$ cat src/rtl/ex_stage.sv
// ex_stage: MIPS execute stage with ALU, data-SRAM request, HI/LO and a radix-2 restoring divider.
// Define EX_MULT_EN to add the single-cycle mult/multu path.
module ex_stage #(
    parameter int STALL_W = 6
) (
    input  logic               clk,
    input  logic               rst,
    input  logic [STALL_W-1:0] stall,
    input  logic [172:0]       id_to_ex_bus,
    output logic [83:0]        ex_to_mem_bus,
    output logic [37:0]        ex_to_rf_bus,
    output logic [7:0]         memop_to_id,
    output logic               stallreq_for_ex,
    output logic               data_sram_en,
    output logic [3:0]         data_sram_wen,
    output logic [31:0]        data_sram_addr,
    output logic [31:0]        data_sram_wdata
);
    typedef enum logic [1:0] {IDLE, BUSY, DONE} div_state_e;

    logic [172:0] ex_q, ex_d;
    logic [5:0]   md_op;
    logic [7:0]   mem_op;
    logic [31:0]  pc, inst, rs_val, rt_val;
    logic [11:0]  alu_op;
    logic [2:0]   sel_src1;
    logic [3:0]   sel_src2, ram_wen, lane_wen;
    logic         ram_en, rf_we, sel_rf_res;
    logic [4:0]   rf_waddr;
    logic [31:0]  src1, src2, alu_res, sra_res, ex_result;
    logic [31:0]  hi_q, hi_d, lo_q, lo_d;

    always_comb ex_d = (stall[2] && !stall[3]) ? '0 : !stall[2] ? id_to_ex_bus : ex_q;

    always_ff @(posedge clk) ex_q <= rst ? '0 : ex_d;

    assign {md_op, mem_op, pc, inst, alu_op, sel_src1, sel_src2, ram_en, ram_wen,
            rf_we, rf_waddr, sel_rf_res, rs_val, rt_val} = ex_q;

    always_comb begin
        src1 = sel_src1[0] ? rs_val : sel_src1[1] ? pc : sel_src1[2] ? {27'b0, inst[10:6]} : '0;
        src2 = sel_src2[0] ? rt_val : sel_src2[1] ? {{16{inst[15]}}, inst[15:0]} :
               sel_src2[2] ? 32'd8 : sel_src2[3] ? {16'b0, inst[15:0]} : '0;
    end

    // kept separate so the ternary chain below cannot strip the signedness
    assign sra_res = $signed(src2) >>> src1[4:0];

    always_comb
        alu_res = alu_op[11] ? src1 + src2 :
                  alu_op[10] ? src1 - src2 :
                  alu_op[9]  ? {31'b0, $signed(src1) < $signed(src2)} :
                  alu_op[8]  ? {31'b0, src1 < src2} :
                  alu_op[7]  ? src1 & src2 :
                  alu_op[6]  ? ~(src1 | src2) :
                  alu_op[5]  ? src1 | src2 :
                  alu_op[4]  ? src1 ^ src2 :
                  alu_op[3]  ? src2 << src1[4:0] :
                  alu_op[2]  ? src2 >> src1[4:0] :
                  alu_op[1]  ? sra_res :
                  alu_op[0]  ? {inst[15:0], 16'b0} : '0;

    assign ex_result = md_op[1] ? hi_q : md_op[0] ? lo_q : alu_res;

    always_comb begin
        lane_wen = mem_op[0] ? 4'hF :
                   mem_op[1] ? (alu_res[1] ? 4'hC : 4'h3) :
                   mem_op[2] ? 4'b0001 << alu_res[1:0] : 4'h0;
        data_sram_wdata = mem_op[1] ? {2{rt_val[15:0]}} : mem_op[2] ? {4{rt_val[7:0]}} : rt_val;
        data_sram_addr  = alu_res;
        data_sram_en    = ram_en && !stallreq_for_ex;
        data_sram_wen   = stallreq_for_ex ? 4'h0 : lane_wen;
    end

    assign ex_to_mem_bus = {mem_op, pc, ram_en, ram_wen, sel_rf_res, rf_we, rf_waddr, ex_result};
    assign ex_to_rf_bus  = {rf_we, rf_waddr, ex_result};
    assign memop_to_id   = mem_op;

    div_state_e  state_q, state_d;
    logic        div_go, div_load, div_step, div_commit, last;
    logic [31:0] rem_q, quo_q, dvs_q, hi_div, lo_div;
    logic [4:0]  cnt_q;
    logic        negq_q, negr_q, dz_q, a_neg, b_neg, fits;
    logic [32:0] trial, diff;

    assign div_go = md_op[5] || md_op[4];
    assign last   = cnt_q == 5'd31;

    always_ff @(posedge clk) state_q <= rst ? IDLE : state_d;

    always_comb
        state_d = state_q == IDLE ? (div_go ? BUSY : IDLE) :
                  state_q == BUSY ? (last ? DONE : BUSY) :
                  stall[2] ? DONE : IDLE;

    always_comb begin
        div_load        = state_q == IDLE && div_go;
        div_step        = state_q == BUSY;
        div_commit      = state_q == DONE && !stall[2];
        stallreq_for_ex = div_load || div_step;
    end

    assign a_neg = md_op[5] && rs_val[31];
    assign b_neg = md_op[5] && rt_val[31];
    assign trial = {rem_q, quo_q[31]};
    assign diff  = trial - {1'b0, dvs_q};
    assign fits  = trial >= {1'b0, dvs_q};

    always_ff @(posedge clk)
        if (rst) begin
            rem_q  <= '0;
            quo_q  <= '0;
            dvs_q  <= '0;
            cnt_q  <= '0;
            negq_q <= 1'b0;
            negr_q <= 1'b0;
            dz_q   <= 1'b0;
        end else if (div_load) begin
            rem_q  <= '0;
            quo_q  <= a_neg ? -rs_val : rs_val;
            dvs_q  <= b_neg ? -rt_val : rt_val;
            cnt_q  <= '0;
            negq_q <= a_neg ^ b_neg;
            negr_q <= a_neg;
            dz_q   <= rt_val == '0;
        end else if (div_step) begin
            rem_q <= fits ? diff[31:0] : trial[31:0];
            quo_q <= {quo_q[30:0], fits};
            cnt_q <= cnt_q + 5'd1;
        end

    // a zero divisor leaves the dividend in the remainder, so only LO needs overriding
    assign lo_div = dz_q ? '1 : negq_q ? -quo_q : quo_q;
    assign hi_div = negr_q ? -rem_q : rem_q;

`ifdef EX_MULT_EN
    logic        mul_go;
    logic [63:0] prod;
    assign mul_go = (md_op[3] || md_op[2]) && !stall[2];
    assign prod   = md_op[3] ? $signed({{32{rs_val[31]}}, rs_val}) * $signed({{32{rt_val[31]}}, rt_val})
                             : {32'b0, rs_val} * {32'b0, rt_val};
    assign hi_d = div_commit ? hi_div : mul_go ? prod[63:32] : hi_q;
    assign lo_d = div_commit ? lo_div : mul_go ? prod[31:0] : lo_q;
`else
    assign hi_d = div_commit ? hi_div : hi_q;
    assign lo_d = div_commit ? lo_div : lo_q;
`endif

    always_ff @(posedge clk) begin
        hi_q <= rst ? '0 : hi_d;
        lo_q <= rst ? '0 : lo_d;
    end

    logic unused_bits;
    assign unused_bits = ^{stall, inst[31:16], mem_op[7:3], md_op[3:2], diff[32]};
endmodule

$ cat config.mk
export PLATFORM = sky130hd
export DESIGN_NAME = ex_stage
export DESIGN_NICKNAME = d
export VERILOG_FILES = /design/src/rtl/ex_stage.sv
export SDC_FILE = /design/constraint.sdc
export NUM_CORES = 2
export LEC_CHECK = 0
export CORE_MARGIN = 3
export CORE_UTILIZATION = 55
export CTS_CLUSTER_DIAMETER = 200
export DETAILED_ROUTE_END_ITERATION = 7
export PLACE_DENSITY = 0.89
export SYNTH_ARGS = -nofsm -noshare
export SYNTH_HDL_FRONTEND = slang
export SYNTH_SLANG_ARGS = --single-unit
$ cat constraint.sdc
create_clock -name clk -period 12.95 [get_ports clk]
set_input_delay 2.59 -clock clk [delete_from_list [all_inputs] [get_ports clk]]
set_output_delay 2.59 -clock clk [all_outputs]
set_load 0.01 [all_outputs]
==> Word-level counts from Yosys, hierarchy flattened <==
Cells that the tools add are included.
{ "word_totals": {"output_inout_bits": 200, "ff_bits": 343, "ram_bits": 0, "romBits": 0, "elab_cells": 91, "mem_count": 0, "latchBits": 0, "inputBits": 181} }
{ "classes": {"n_reduce_logical": 16, "n_eq_ne": 3, "multipliers": 0, "magnitude_cmp": 3, "muxes": 41, "add_sub_neg": 8, "n_shift": 4, "n_div": 0, "bitwise": 5} }
{ "op_table": {"columns": ["cell", "n"], "rows": [
  ["two-way mux 32 bit", 28],
  ["negation 32 bit", 4],
  ["less-than comparator 32 bit", 2],
  ["subtractor 32 bit", 2],
  ["greater-or-equal comparator 33 x 32 -> 1 bit", 1],
  ["adder 32 bit", 1],
  ["bitwise AND 32 bit", 1],
  ["logical NOT 32 bit", 1],
  ["two-way mux 16 bit", 2],
  ["inverter 32 bit", 1],
  ["OR 32 bit", 1],
  ["<< shifter 32 x 5 -> 32 bit", 1],
  [">> shifter 32 x 5 -> 32 bit", 1],
  [">>> shifter 32 x 5 -> 32 bit", 1],
  ["bitwise XOR 32 bit", 1],
  ["two-way mux 4 bit", 5],
  ["two-way mux 2 bit", 4],
  ["logical AND 1 bit", 6],
  ["adder 5 x 1 -> 5 bit (second input constant)", 1],
  ["equality test 5 bit (second input constant)", 1],
  ["two-way mux 5 bit", 1],
  ["OR reduction 2 bit", 2],
  ["<< shifter 1 x 2 -> 4 bit (first input constant)", 1],
  ["logical NOT 1 bit", 3],
  ["other kinds (7)", 8]
]} }

==> Depth between registers and ports, before layout <==
{ "logic_depth": {"depth_word": 21, "depth_mapped": 22, "mapped_depth_nobuf": 17} }

==> Worst setup path after synthesis <==
OpenSTA, ideal clock, no wires.
{ "synth_path": {"path_type": "reg-to-output", "startpoint": "reg ex_q[81]", "endpoint": "out ex_to_rf_bus[27]", "required_time_ps": 10360, "stages_incl_launch_ff": 23, "t_arrival_ps": 4521, "path_slack_ps": 5839, "n_path_buf": 8, "cell_sequence": "dfxtp_1 -> buf_6 -> nand3b_1 -> a21o_1 -> buf_2 -> inv_1 -> buf_2 -> buf_2 -> buf_2 -> clkbuf_1 -> buf_2 -> ha_1 -> o21ba_2 -> or4_1 -> and4_1 -> nor2_1 -> a221oi_1 -> o22ai_1 -> nor2_1 -> a41oi_1 -> nand3b_1 -> o21a_1 -> buf_4"} }
{ "synth_between": {"elab_chain_cells": 16, "word_cells_on_any_way": 24, "classes_between": "2 x add/sub; 3 x shift; 15 x mux; 4 x bitwise"} }
{ "synth_rtl": {"columns": ["element", "line_no", "text"], "rows": [
  ["start, declared", "21", "logic [172:0] ex_q, ex_d;"],
  ["start signal, assigned", "35", "always_ff @(posedge clk) ex_q <= rst ? '0 : ex_d;"],
  ["two-way mux 32 bit * (2 in a row)", "41", "src1 = sel_src1[0] ? rs_val : sel_src1[1] ? pc : sel_src1[2] ? {27'b0, inst[10:6]} : '0;"],
  [">>> shifter 32 x 5 -> 32 bit", "47", "assign sra_res = $signed(src2) >>> src1[4:0];"],
  ["two-way mux 32 bit", "60", "alu_op[1] ? sra_res :"],
  ["two-way mux 32 bit", "59", "alu_op[2] ? src2 >> src1[4:0] :"],
  ["two-way mux 32 bit", "58", "alu_op[3] ? src2 << src1[4:0] :"],
  ["two-way mux 32 bit", "57", "alu_op[4] ? src1 ^ src2 :"],
  ["two-way mux 32 bit", "56", "alu_op[5] ? src1 | src2 :"],
  ["two-way mux 32 bit", "55", "alu_op[6] ? ~(src1 | src2) :"],
  ["two-way mux 32 bit", "54", "alu_op[7] ? src1 & src2 :"],
  ["two-way mux 32 bit", "53", "alu_op[8] ? {31'b0, src1 < src2} :"],
  ["two-way mux 32 bit", "52", "alu_op[9] ? {31'b0, $signed(src1) < $signed(src2)} :"],
  ["two-way mux 32 bit", "51", "alu_op[10] ? src1 - src2 :"],
  ["two-way mux 32 bit *", "50", "alu_res = alu_op[11] ? src1 + src2 :"],
  ["named net data_sram_addr[27]", "16", "output logic [31:0] data_sram_addr,"],
  ["two-way mux 32 bit * (2 in a row)", "63", "assign ex_result = md_op[1] ? hi_q : md_op[0] ? lo_q : alu_res;"],
  ["end, declared", "11", "output logic [37:0] ex_to_rf_bus,"]
]} }
Mark *: on every way through the listed nets, which the timed path passes. The rest lies on a longest branch.

==> Worst setup path in the final report <==
{ "layout_path": {"startpoint": "reg ex_q[76]", "endpoint": "out ex_to_mem_bus[29]"} }
{ "layout_between": {"elab_chain_cells": 15, "word_cells_on_any_way": 23, "classes_between": "2 x add/sub; 3 x shift; 14 x mux; 4 x bitwise"} }
{ "layout_rtl": {"columns": ["element", "line_no", "text"], "rows": [
  ["two-way mux 32 bit *", "42", "src2 = sel_src2[0] ? rt_val : sel_src2[1] ? {{16{inst[15]}}, inst[15:0]} :"],
  [">>> shifter 32 x 5 -> 32 bit", "47", null],
  ["two-way mux 32 bit", "60", null],
  ["two-way mux 32 bit", "59", null],
  ["two-way mux 32 bit", "58", null],
  ["two-way mux 32 bit", "57", null],
  ["two-way mux 32 bit", "56", null],
  ["two-way mux 32 bit", "55", null],
  ["two-way mux 32 bit", "54", null],
  ["two-way mux 32 bit", "53", null],
  ["two-way mux 32 bit", "52", null],
  ["two-way mux 32 bit", "51", null],
  ["two-way mux 32 bit *", "50", null],
  ["two-way mux 32 bit * (2 in a row)", "63", null],
  ["end, declared", "10", "output logic [83:0] ex_to_mem_bus,"]
]} }
Mark *: on every way between the ends. The rest lies on a longest branch, timed or not.

==> results_dict.tcl <==
set metrics [dict create \
    ios 381 \
    drc_errors 2 \
    wirelength_um 129300 \
    synth-seq-cells 325 \
    grt_pass1_wl_um 188600 \
    tritoncts "built" \
    clock_skew_ns 0.06582 \
    period_needed_ns 9.653 \
    placed_area_um2 31810 \
    fin_cells 4704 \
    cts_resized 0 \
    pre_cts_ws_ns 4.277 \
    syn_area_per_cell_um2 7.304 \
    critPathLaunchType "flop" \
    io_buffers 358 \
    cts_hold_buf 0 \
    crit_arrival_ns 7.06 \
    overflow 0 \
    avgViaCountPerCell 6.877 \
    finalMaxSlewViolations 0 \
    nets 4315 \
    die_y_um 235.4 \
    finalCritPeriodShare 0.7454 \
    hpwl_um 96090 \
    seq_area_frac_synth 0.2248 \
    syn_nets 4281 \
    yosysUniqueCellTypes 90 \
    post_cts_buffers 0 \
    hold_slack_ns 0.4544 \
    finalHoldViolCount 0 \
    layout_setup_ws_ns 3.297 \
    clk-insertion-delay-late_ns 0.62 \
    stdcell_area_um2 33150 \
    place_inst 4636 \
    grt_usage 0.4380 \
    antenna_found_initial 5 \
    cp-end-kind "output pin" \
    critPathRequiredTime_ns 10.36 \
    first_global_vias 29210 \
    tightest_slew_ns 1.324 \
    ir_worst_vdd_mv 0.09133 \
    synth_edf_count 0 \
    num-fill-cells 4485 \
    yosys_warnings 0 \
    drive_gt1_frac 0.05070 \
    n_antenna_cell 0 \
    core_um2 51720 \
    drt_iter0_drc 5001 \
    timing.fmax_ghz 0.1036 \
    syn_area_um2 28940 \
    die_w_um 235.4 \
    h-tree-depth 2 \
    cts_root_buf "clkbuf_16" \
    fp-row-count 83 \
    place_congestion 1.142 \
    critPathKind "flop to output pin" \
    syn2layout_area_growth_pct 14.55 \
    setup_violations 0 \
    cts.sinks 325 \
    r2r_slack_ns 8.52 \
    hold_path_class "flop to flop" \
    numCtsBuffers 38 \
    max-cap-violations 0 \
    status "finished, violations left" \
    setup_tns_ns 0 \
    drtPass1Iterations 8 \
    post_drt_wl_per_cell_um 27.48 \
    grt_start_max_net_pins 94 \
    via_count 32350 \
    synthCells 3962 \
    power.leakage_nw 12.86 \
    die_area_um2 55400 \
    violations "DRC" \
    synth_ff_type "dfxtp_1" \
    rsz0062_at_grt "false" \
    antenna_left 0 \
    async_reset_ff_frac 0 \
    initial_utilization 0.5595 \
    p_per_area_nw_per_um2 113.9 \
    relSlewSlack 0.1120 \
    clkTransAtPathRegs_ns 0.06 \
    crit_fanout 61 \
    cts_buffer_depth 3 \
]
[where the power goes]
| part | internal [mW] | leakage, nW | switching (mW) | total [mW] |
|---|---|---|---|---|
| Combinational | 0.587 | 9.55 | 0.877 | 1.46 |
| Sequential | 1.05 | 2.65 | 0.102 | 1.15 |
| Clock | 0.678 | 0.657 | 0.479 | 1.16 |
[cell usage after synthesis (12+ instances only)]
cell type	count	area, um2
nor2_1	458	1719
nand2_1	377	1415
dfxtp_1	325	6506
o21ai_0	248	1241
a21oi_1	245	1226
clkbuf_1	221	829.6
mux2i_1	211	2112
inv_1	160	600.6
ha_1	135	1689
a211oi_1	131	983.4
xnor2_1	122	1069
nand3_1	115	575.6
buf_4	107	803.3
nor3_1	76	380.4
xor2_1	66	578.1
o22ai_1	65	406.6
o211ai_1	63	473.0
o31ai_1	52	390.4
buf_1	47	176.4
buf_2	44	220.2
a31oi_1	43	269.0
a21o_1	42	315.3
a311oi_1	42	367.9
a22o_1	35	306.5
nor2b_1	32	200.2
nand2b_1	31	193.9
o21a_1	30	225.2
or3_1	30	187.7
nor4_1	24	150.1
a22oi_1	23	172.7
a2111oi_0	19	166.4
a211o_1	19	166.4
a221oi_1	18	157.7
and3_1	18	112.6
mux2_2	18	202.7
or4_1	18	135.1
o221ai_1	16	140.1
nand4_1	14	87.58
or2_2	14	87.58
o2111ai_1	13	113.9
o41ai_1	13	113.9
and2_1	12	75.07
[per-stage QoR]
stage | util | power (mW)
floorplan | - | 2.053
global placement | 0.6151 | 2.549
detailed placement | 0.6151 | 2.569
CTS | 0.6409 | 3.721
global route | 0.6409 | 3.894
finish | 0.6409 | 3.776
[sequential cells by signal (all words and copies together), names as in the netlist]
register and flops:
lo_q 32, rem_q 32, negr_q 1, ex_q 155, cnt_q 5, dz_q 1, state_q 2, dvs_q 32
hi_q 32, quo_q 32, negq_q 1
[cells in the final DEF, fill, tap and decap left out, types with 30 or more instances in the layout]
| cell type | netlist | final |
|---|---|---|
| or3_1 | 30 | 30 |
| nand3_1 | 115 | 115 |
| xor2_1 | 66 | 66 |
| o22ai_1 | 65 | 65 |
| o31ai_1 | 52 | 52 |
| nand2_1 | 377 | 377 |
| ha_1 | 135 | 135 |
| o211ai_1 | 63 | 63 |
| dfxtp_1 | 325 | 322 |
| xnor2_1 | 122 | 122 |
| nor2_1 | 458 | 456 |
| a211oi_1 | 131 | 131 |
| nor3_1 | 76 | 76 |
| a31oi_1 | 43 | 43 |
| a22o_1 | 35 | 35 |
| buf_4 | 107 | 60 |
| a21oi_1 | 245 | 245 |
| a311oi_1 | 42 | 42 |
| inv_1 | 160 | 158 |
| o21ai_0 | 248 | 248 |
| mux2i_1 | 211 | 211 |
| nand2b_1 | 31 | 30 |
| clkbuf_16 | 0 | 38 |
| clkdlybuf4s50_1 | 0 | 356 |
| a21o_1 | 42 | 40 |
[worst paths after layout]
| check | from | to | depth (start not counted) |
|---|---|---|---|
| worst max-delay path | ex_q[76] | ex_to_mem_bus[29] | 15 |
| worst min-delay path | dvs_q[31] | dvs_q[31] | 2 |
| worst max register to register | dvs_q[1] | rem_q[19] | 13 |
| worst min register to register | dvs_q[31] | dvs_q[31] | 2 |
[critical path, stage by stage, from the launching register on]
cell and delay [ns]:
dfxtp_2 0.33, buf_4 0.51, nand3b_1 0.88, nand2_1 0.50, ha_1 0.68, inv_1 0.14
a21oi_1 0.24, o21ba_2 0.15, o21ai_0 0.10, a221oi_1 0.76, o22ai_1 0.34, or2_2 0.38
a2111o_1 0.42, o211ai_1 0.10, o21a_1 0.30, clkdlybuf4s50_1 0.60
[cell families after synthesis]
group | share of synthesized area
XOR/XNOR | 0.05690
AND/OR/NAND/NOR | 0.1927
flip-flops | 0.2248
AO/OA/AOI/OAI | 0.2924
adder cells (fa/ha/maj) | 0.06045
multiplexers | 0.07999
buffers and inverters | 0.09274
[final cells by class]
type	count	area [um2]	share of cell area
flip-flops and latches	325	6510	0.1964
inverters	164	615.6	0.01857
well taps	680	850.8	0.02567
multi-input cells	3050	19810	0.5975
clock buffers	52	1094	0.03299
repair buffers	417	4029	0.1215
clock inverters	16	242.7	0.007323
[routing by layer]
layer | wire length (um) | vias up | GRT usage
met5 | 37 | - | 0.0008658
met4 | 9600 | 6 | 0.2561
met3 | 19360 | 462 | 0.1487
met2 | 51780 | 2526 | 0.6273
met1 | 48470 | 15010 | 0.5698
li1 | - | 14350 | -
Power figures use the tool's default switching activity.
